<file path="src/rtl/fft_bfly_stream.sv">
// Streaming radix-2 DIF butterfly: fft_a = a+b, fft_b = (a-b)*W16^k, with a
// 3-stage non-stalling datapath feeding a credit-protected fall-through FIFO.
module fft_bfly_stream #(
    parameter int DW    = 16,
    parameter int DEPTH = 4,
    parameter int TW    = 16
) (
    input  logic            clk,
    input  logic            rst,
    input  logic [2*DW-1:0] a,
    input  logic [2*DW-1:0] b,
    input  logic [2:0]      power,
    input  logic            scale,
    input  logic            in_valid,
    output logic            in_ready,
    output logic [2*DW-1:0] fft_a,
    output logic [2*DW-1:0] fft_b,
    output logic            out_valid,
    input  logic            out_ready
);
    localparam int FRAC   = TW - 2;
    localparam int SW     = DW + 1;
    localparam int PW     = SW + TW;
    localparam int AW     = PW + 2;
    localparam int STAGES = 3;
    localparam int AWID   = (DEPTH > 1) ? $clog2(DEPTH) : 1;
    localparam int CW     = AWID + 1;

    // Twiddle magnitudes are kept at Q30 and rounded to FRAC bits at elaboration.
    function automatic logic signed [TW-1:0] tw_q(input longint v);
        longint r;
        r = (v + (longint'(1) <<< (29 - FRAC))) >>> (30 - FRAC);
        return TW'(r);
    endfunction

    localparam logic signed [TW-1:0] TC0 = tw_q(64'sd1073741824);
    localparam logic signed [TW-1:0] TC1 = tw_q(64'sd992008095);
    localparam logic signed [TW-1:0] TC2 = tw_q(64'sd759250125);
    localparam logic signed [TW-1:0] TC3 = tw_q(64'sd410903207);

    localparam logic signed [AW-1:0] RND  = AW'(longint'(1) <<< (FRAC - 1));
    localparam logic signed [AW-1:0] SMAX = AW'((longint'(1) <<< (DW - 1)) - 1);
    localparam logic signed [AW-1:0] SMIN = AW'(-(longint'(1) <<< (DW - 1)));

    function automatic logic signed [AW-1:0] halve(input logic signed [AW-1:0] v,
                                                   input logic en);
        return en ? ((v + AW'(1)) >>> 1) : v;
    endfunction

    function automatic logic [DW-1:0] sat(input logic signed [AW-1:0] v);
        if (v > SMAX)      return {1'b0, {(DW-1){1'b1}}};
        else if (v < SMIN) return {1'b1, {(DW-1){1'b0}}};
        else               return v[DW-1:0];
    endfunction

    logic signed [DW-1:0] a_re, a_im, b_re, b_im;
    assign a_re = a[2*DW-1:DW];
    assign a_im = a[DW-1:0];
    assign b_re = b[2*DW-1:DW];
    assign b_im = b[DW-1:0];

    logic [STAGES-1:0]    vld_pipe_q, vld_pipe_d;
    logic signed [SW-1:0] s1_sr_q, s1_si_q, s1_dr_q, s1_di_q;
    logic signed [SW-1:0] s1_sr_d, s1_si_d, s1_dr_d, s1_di_d;
    logic [2:0]           s1_pow_q, s1_pow_d;
    logic                 s1_scl_q, s1_scl_d;

    logic signed [SW-1:0] s2_sr_q, s2_si_q, s2_sr_d, s2_si_d;
    logic signed [PW-1:0] s2_rc_q, s2_rs_q, s2_ic_q, s2_is_q;
    logic signed [PW-1:0] s2_rc_d, s2_rs_d, s2_ic_d, s2_is_d;
    logic                 s2_scl_q, s2_scl_d;
    logic signed [TW-1:0] cos_w, sin_w;

    logic [2*DW-1:0]      s3_a_q, s3_b_q, s3_a_d, s3_b_d;
    logic signed [AW-1:0] ar_w, ai_w, br_w, bi_w;

    logic [DEPTH-1:0][4*DW-1:0] mem_q, mem_d;
    logic [AWID-1:0]      wr_ptr_q, wr_ptr_d, rd_ptr_q, rd_ptr_d;
    logic [CW-1:0]        cnt_q, cnt_d;
    logic [CW:0]          occ;
    logic                 acc, push, pop;
    logic [4*DW-1:0]      head;

    // Credit check counts every result that will eventually land in the FIFO.
    always_comb begin
        occ = (CW+1)'(cnt_q) + (CW+1)'(vld_pipe_q[0]) + (CW+1)'(vld_pipe_q[1])
            + (CW+1)'(vld_pipe_q[2]);
        in_ready  = !rst && (occ < (CW+1)'(DEPTH));
        out_valid = (cnt_q != '0);
        head      = mem_q[rd_ptr_q];
        fft_a     = out_valid ? head[4*DW-1:2*DW] : '0;
        fft_b     = out_valid ? head[2*DW-1:0]    : '0;
        acc       = in_valid && in_ready;
        push      = vld_pipe_q[STAGES-1];
        pop       = out_valid && out_ready;
    end

    always_comb begin
        vld_pipe_d = {vld_pipe_q[STAGES-2:0], acc};
        s1_sr_d    = SW'(a_re) + SW'(b_re);
        s1_si_d    = SW'(a_im) + SW'(b_im);
        s1_dr_d    = SW'(a_re) - SW'(b_re);
        s1_di_d    = SW'(a_im) - SW'(b_im);
        s1_pow_d   = power;
        s1_scl_d   = scale;
    end

    always_comb begin
        cos_w = '0;
        sin_w = '0;
        case (s1_pow_q)
            3'd0:    begin cos_w = TC0;  sin_w = '0;  end
            3'd1:    begin cos_w = TC1;  sin_w = TC3; end
            3'd2:    begin cos_w = TC2;  sin_w = TC2; end
            3'd3:    begin cos_w = TC3;  sin_w = TC1; end
            3'd4:    begin cos_w = '0;   sin_w = TC0; end
            3'd5:    begin cos_w = -TC3; sin_w = TC1; end
            3'd6:    begin cos_w = -TC2; sin_w = TC2; end
            default: begin cos_w = -TC1; sin_w = TC3; end
        endcase
        s2_rc_d  = PW'(s1_dr_q) * PW'(cos_w);
        s2_rs_d  = PW'(s1_dr_q) * PW'(sin_w);
        s2_ic_d  = PW'(s1_di_q) * PW'(cos_w);
        s2_is_d  = PW'(s1_di_q) * PW'(sin_w);
        s2_sr_d  = s1_sr_q;
        s2_si_d  = s1_si_q;
        s2_scl_d = s1_scl_q;
    end

    // Round half-up to FRAC, optional block scaling, then clamp to DW bits.
    always_comb begin
        br_w   = halve((AW'(s2_rc_q) + AW'(s2_is_q) + RND) >>> FRAC, s2_scl_q);
        bi_w   = halve((AW'(s2_ic_q) - AW'(s2_rs_q) + RND) >>> FRAC, s2_scl_q);
        ar_w   = halve(AW'(s2_sr_q), s2_scl_q);
        ai_w   = halve(AW'(s2_si_q), s2_scl_q);
        s3_a_d = {sat(ar_w), sat(ai_w)};
        s3_b_d = {sat(br_w), sat(bi_w)};
    end

    always_comb begin
        mem_d = mem_q;
        if (push) mem_d[wr_ptr_q] = {s3_a_q, s3_b_q};
        wr_ptr_d = wr_ptr_q + AWID'(push);
        rd_ptr_d = rd_ptr_q + AWID'(pop);
        cnt_d    = cnt_q + CW'(push) - CW'(pop);
    end

    always_ff @(posedge clk or posedge rst) begin
        if (rst) begin
            vld_pipe_q <= '0;
            s1_sr_q    <= '0;
            s1_si_q    <= '0;
            s1_dr_q    <= '0;
            s1_di_q    <= '0;
            s1_pow_q   <= '0;
            s1_scl_q   <= 1'b0;
            s2_sr_q    <= '0;
            s2_si_q    <= '0;
            s2_rc_q    <= '0;
            s2_rs_q    <= '0;
            s2_ic_q    <= '0;
            s2_is_q    <= '0;
            s2_scl_q   <= 1'b0;
            s3_a_q     <= '0;
            s3_b_q     <= '0;
            mem_q      <= '0;
            wr_ptr_q   <= '0;
            rd_ptr_q   <= '0;
            cnt_q      <= '0;
        end else begin
            vld_pipe_q <= vld_pipe_d;
            s1_sr_q    <= s1_sr_d;
            s1_si_q    <= s1_si_d;
            s1_dr_q    <= s1_dr_d;
            s1_di_q    <= s1_di_d;
            s1_pow_q   <= s1_pow_d;
            s1_scl_q   <= s1_scl_d;
            s2_sr_q    <= s2_sr_d;
            s2_si_q    <= s2_si_d;
            s2_rc_q    <= s2_rc_d;
            s2_rs_q    <= s2_rs_d;
            s2_ic_q    <= s2_ic_d;
            s2_is_q    <= s2_is_d;
            s2_scl_q   <= s2_scl_d;
            s3_a_q     <= s3_a_d;
            s3_b_q     <= s3_b_d;
            mem_q      <= mem_d;
            wr_ptr_q   <= wr_ptr_d;
            rd_ptr_q   <= rd_ptr_d;
            cnt_q      <= cnt_d;
        end
    end
endmodule

</file>
<file path="config.mk">
export PLATFORM = sky130hd
export DESIGN_NAME = fft_bfly_stream
export DESIGN_NICKNAME = d
export VERILOG_FILES = /design/src/rtl/fft_bfly_stream.sv
export SDC_FILE = /design/constraint.sdc
export NUM_CORES = 2
export LEC_CHECK = 0
export BUFFER_PORTS_ARGS = -buffer_cell sky130_fd_sc_hd__buf_2
export CORE_ASPECT_RATIO = 0.8
export CORE_MARGIN = 2
export CORE_UTILIZATION = 44
export CTS_CLUSTER_DIAMETER = 200
export DETAILED_ROUTE_END_ITERATION = 6
export RECOVER_POWER = 100
export SLEW_MARGIN = 20
export SYNTH_ARGS = -nofsm -noshare
export SYNTH_HDL_FRONTEND = slang
export SYNTH_SLANG_ARGS = --single-unit
</file>
<file path="constraint.sdc">
create_clock -name clk -period 23.9 [get_ports clk]
set_clock_uncertainty 0.15 [all_clocks]
set_input_delay 7.17 -clock clk [delete_from_list [all_inputs] [get_ports clk]]
set_output_delay 7.17 -clock clk [all_outputs]
set_load 0.02 [all_outputs]
</file>
# == After elaboration in Yosys (flattened, before gate mapping) ==
# Cells that the tools add are included.
# totals
elab_cells,94
ff_bits,569
input_bits,72
# op_classes
order_cmp,12
n_mux,21
multipliers,4
n_eq_ne,6
n_reduce_logical,9
add_sub_neg,19
# op_table
cell,count
bitwise mux 256 bit,1
"greater-than comparator 35 x 16 -> 1 bit, second input constant",4
"< comparator 35 x 16 -> 1 bit, second input constant",4
two-way mux 35 bit,4
multiplier 17 x 16 -> 33 bit,4
binary-select mux 64 bit (select 2 bit),1
demux 64 bit (select 2 bit),1
two-way mux 16 bit,8
two-way mux 64 bit,2
case mux 16 bit (7 select lines),1
"adder 34 x 15 -> 35 bit, second input constant",2
two-way mux 32 bit,2
case mux 15 bit (4 select lines),1
"adder 21 x 2 -> 22 bit, second input constant",2
"adder 17 x 2 -> 18 bit, second input constant",2
adder 16 x 16 -> 17 bit,2
adder 33 x 33 -> 34 bit,1
subtractor 16 x 16 -> 17 bit,2
subtractor 33 x 33 -> 34 bit,1
"== test 3 bit, second input constant",3
adder 4 x 1 -> 4 bit,2
"== test 3 x 2 -> 1 bit, second input constant",2
"< comparator 2 x 3 -> 1 bit, second input constant",2
adder 2 x 1 -> 2 bit,2
11 further kinds,15

# == Depth between registers and ports, before layout ==
# depth
word_depth,7
depth_mapped,32
ltp_nobuf,29

# == Worst setup path after synthesis ==
# OpenSTA, ideal clock, no wires.
# synth_path
path_type,input to output
start,input rst
end,output in_ready
t_required_ps,16580
path_stages,1
setup_slack_ps,8693
arrival_time_ps,7887
path_cell_list,nor4_1
# synth_between
elab_chain_len,2
# synth_rtl
item,line_no,rtl
"start, declared",9,"input logic rst,"
zero test 1 bit (no line),--,
logical AND 1 bit,88,in_ready = !rst && (occ < (CW+1)'(DEPTH));
"end, declared",15,"output logic in_ready,"
# No other way between the ends.

==> run_results.csv <==
group,metric,value,unit
run_status,violations,"max-capacitance violations, max-slew violations",
synth,ys_types,96,
cts,hold_buffers,0,
cts,cts_tree,"done",
synth,synth_ff_type,"dfrtp_1",
synth,synthArstFlopShare,100.0,%
sta,slew_viol_final,1018,
global_routing,grt.overflow.total,0,
cts,post-cts-setup-buffer-count,0,
routing,wl_per_cell,19.56,µm
placement,gp_congestion,0.8967,
final_layout,multi_input_area,46080,µm²
synth,syn_area,66290,µm²
final_layout,fillers,13936,
routing,drt_iter0_drc,3222,
die,start_util,44.29,%
sta,worst_slew_pin_slew,5.723,ns
final_layout,areaGrowthSynthToFinish,7.543,%
flow_run,maxCapViolCount,19,
die,die_w,438.0,µm
cts,numCtsBuffers,66,
final_layout,layout_common_cells,"1401 x inv_1, 1012 x fa_1, 589 x ha_1",
cts,cts_buffer_depth,3,
setup_path,cp_data_arrival_time,16.08,ns
sta,hold_violations,0,
cts,root_buffer,"clkbuf_16",
setup_path,end_kind,"async pin",
synth,synthCells,6472,
synth,synth_area_per_cell,10.24,µm²
global_routing,antenna_found_initial,21,
final_layout,drive_gt1_share,10.07,%
routing,vias,45236,
die,io-pin-count,138,
synth,yosysSeqAreaShare,21.40,%
cts,cts_sinks,567,
global_routing,grt_max_degree,168,
routing,drt-pass1-iter-count,6,
cts,clk_pin_slew,0.06,ns
routing,avgViaCountPerCell,5.269,
synth,yosysWarningCount,0,
setup_path,crit_required,23.67,ns
sta,max_freq,0.06132,GHz
cts,clk_latency,0.65,ns
hold_path,hp-class,"flip-flop to flip-flop",
final_layout,layout_commonest_cell,"inv_1",
run_status,outcome,"finished, violations left",
sta,period_share,68.24,%
sta,maxSlewHeadroom,-283.6,%
sta,final-setup-viol-count,0,
synth,synth_enable_flop_cells,0,
global_routing,grt_pass1_wl,268300,µm
setup_path,critPathLaunchType,"input port",
die,fp.dieH,351.2,µm
sta,tns,0,ns
final_layout,fin_nets,8210,
global_routing,grt_pass1_vias,46629,
routing,drc,0,
die,fp.dieArea,153800,µm²
routing,wl,167900,µm
synth,ys_ff_latch,567,
routing,postRouteAntennaNets,0,
final_layout,regArea,14200,µm²
sta,rsz0062_at_grt,"no",
die,coreArea,149700,µm²
synth,syn_nets,8145,
cts,cts.repair.resized,0,
sta,layout_min_cycle_time,16.31,ns
setup_path,path_max_fanout,127,
placement,dp_hpwl,134800,µm
setup_path,worst-setup-path-type,"input port to async pin",
global_routing,gr-usage-all-layers,22.52,%
placement,port_buffers,137,
die,rows,127,
cts,h-tree-depth,3,
area by class of cell:
cell class              instances  share of cell area [%]
well taps                    1999                   3.508
flip-flops and latches        567                   19.91
clock buffers                  91                   2.603
inverters                    1404                   7.394
multi-input cells            4297                   64.63
clock inverters                24                  0.4528
repair buffers                201                   1.488
diodes                          2                0.007020
sequential cells by signal, summed over array words and instances, names as in the netlist, 16 cells and up:
name and cells:
mem_q 256, s1_di_q 17, s1_dr_q 17, s1_si_q 16, s1_sr_q 16, s2_ic_q 33
s2_is_q 33, s2_rc_q 33, s2_rs_q 33, s2_si_q 17, s2_sr_q 17, s3_a_q 32
s3_b_q 32
layer usage:
| metal | part of all wire [%] | routed length, µm | GRT usage [%] |
|---|---|---|---|
| met5 | 0.017 | 28 | 0.1551 |
| met4 | 1.9 | 3242 | 4.356 |
| met3 | 6.6 | 11050 | 3.728 |
| met2 | 43 | 72620 | 33.56 |
| met1 | 48 | 80950 | 34.51 |
worst max-delay path, cell delays in order:
cell and delay [ns]:
clkbuf_1 0.10, clkinvlp_2 3.14, clkbuf_1 2.91, clkbuf_1 2.61
cell families after synthesis:
family | after synthesis | synth area share [%]
flip-flops | 567 | 21.40
multiplexers | 335 | 6.757
AND/OR/NAND/NOR | 1386 | 10.36
buffers and inverters | 1608 | 9.122
adder cells (fa/ha/maj) | 1615 | 41.89
AO/OA/AOI/OAI | 700 | 6.986
XOR/XNOR | 261 | 3.482
per-stage QoR:
step / setup slack, ns / utilization [%] / hold slack, ns / instance area (µm²) / cells
after floorplan: 0.7208 / - / 0.1812 / 66290 / 6472
after global placement: 8.757 / 46.30 / 0.1852 / 69310 / 8468
after detailed placement: 8.742 / 46.30 / 0.1864 / 69310 / 8468
after CTS: 8.737 / 47.76 / 0.1916 / 71490 / 8583
after global routing: 5.304 / 47.63 / 0.1999 / 71290 / 8585
final: 7.591 / 47.63 / 0.1928 / 71290 / 8585
path summary, 6_finish.rpt:
check	from	endpoint	slack, ns	cells past startpoint
max reg2reg	s1_pow_q[2]$_DFF_PP0_	s2_rs_q[31]$_DFF_PP0_	11.57	28
max	rst	s2_rc_q[18]$_DFF_PP0_	7.59	4
min in group asynchronous	rst	rd_ptr_q[1]$_DFF_PP0_	8.13	2
max in group clk	rst	in_ready	8.74	3
min	s1_si_q[16]$_DFF_PP0_	s2_si_q[16]$_DFF_PP0_	0.19	0
min reg2reg	s1_si_q[16]$_DFF_PP0_	s2_si_q[16]$_DFF_PP0_	0.19	0
synth_stat cells, drive strengths merged (16+ instances only):
cell / n / area share, %
buf: 24 / 0.15
xnor2: 189 / 2.5
nor2: 286 / 1.6
and2: 224 / 2.1
xor2: 72 / 0.96
and3: 127 / 1.2
o211ai: 16 / 0.19
fa: 1012 / 31
mux4: 64 / 2.2
nand4: 18 / 0.17
o21bai: 40 / 0.45
mux2: 260 / 4.4
nand2: 407 / 2.3
nand3: 104 / 0.79
o21ai: 150 / 1.2
clkbuf: 180 / 1.0
or3: 20 / 0.20
nand2b: 28 / 0.26
a21oi: 217 / 1.6
a31oi: 26 / 0.26
nor3: 60 / 0.45
inv: 1404 / 8.0
o31ai: 22 / 0.25
o21a: 19 / 0.22
dfrtp: 567 / 21
ha: 589 / 11
or2: 38 / 0.36
a21o: 70 / 0.79
nor2b: 22 / 0.21
Power is left out: the tool's default activity adds up to more than one toggle a clock period on the data nets, which glitch-free logic cannot reach.
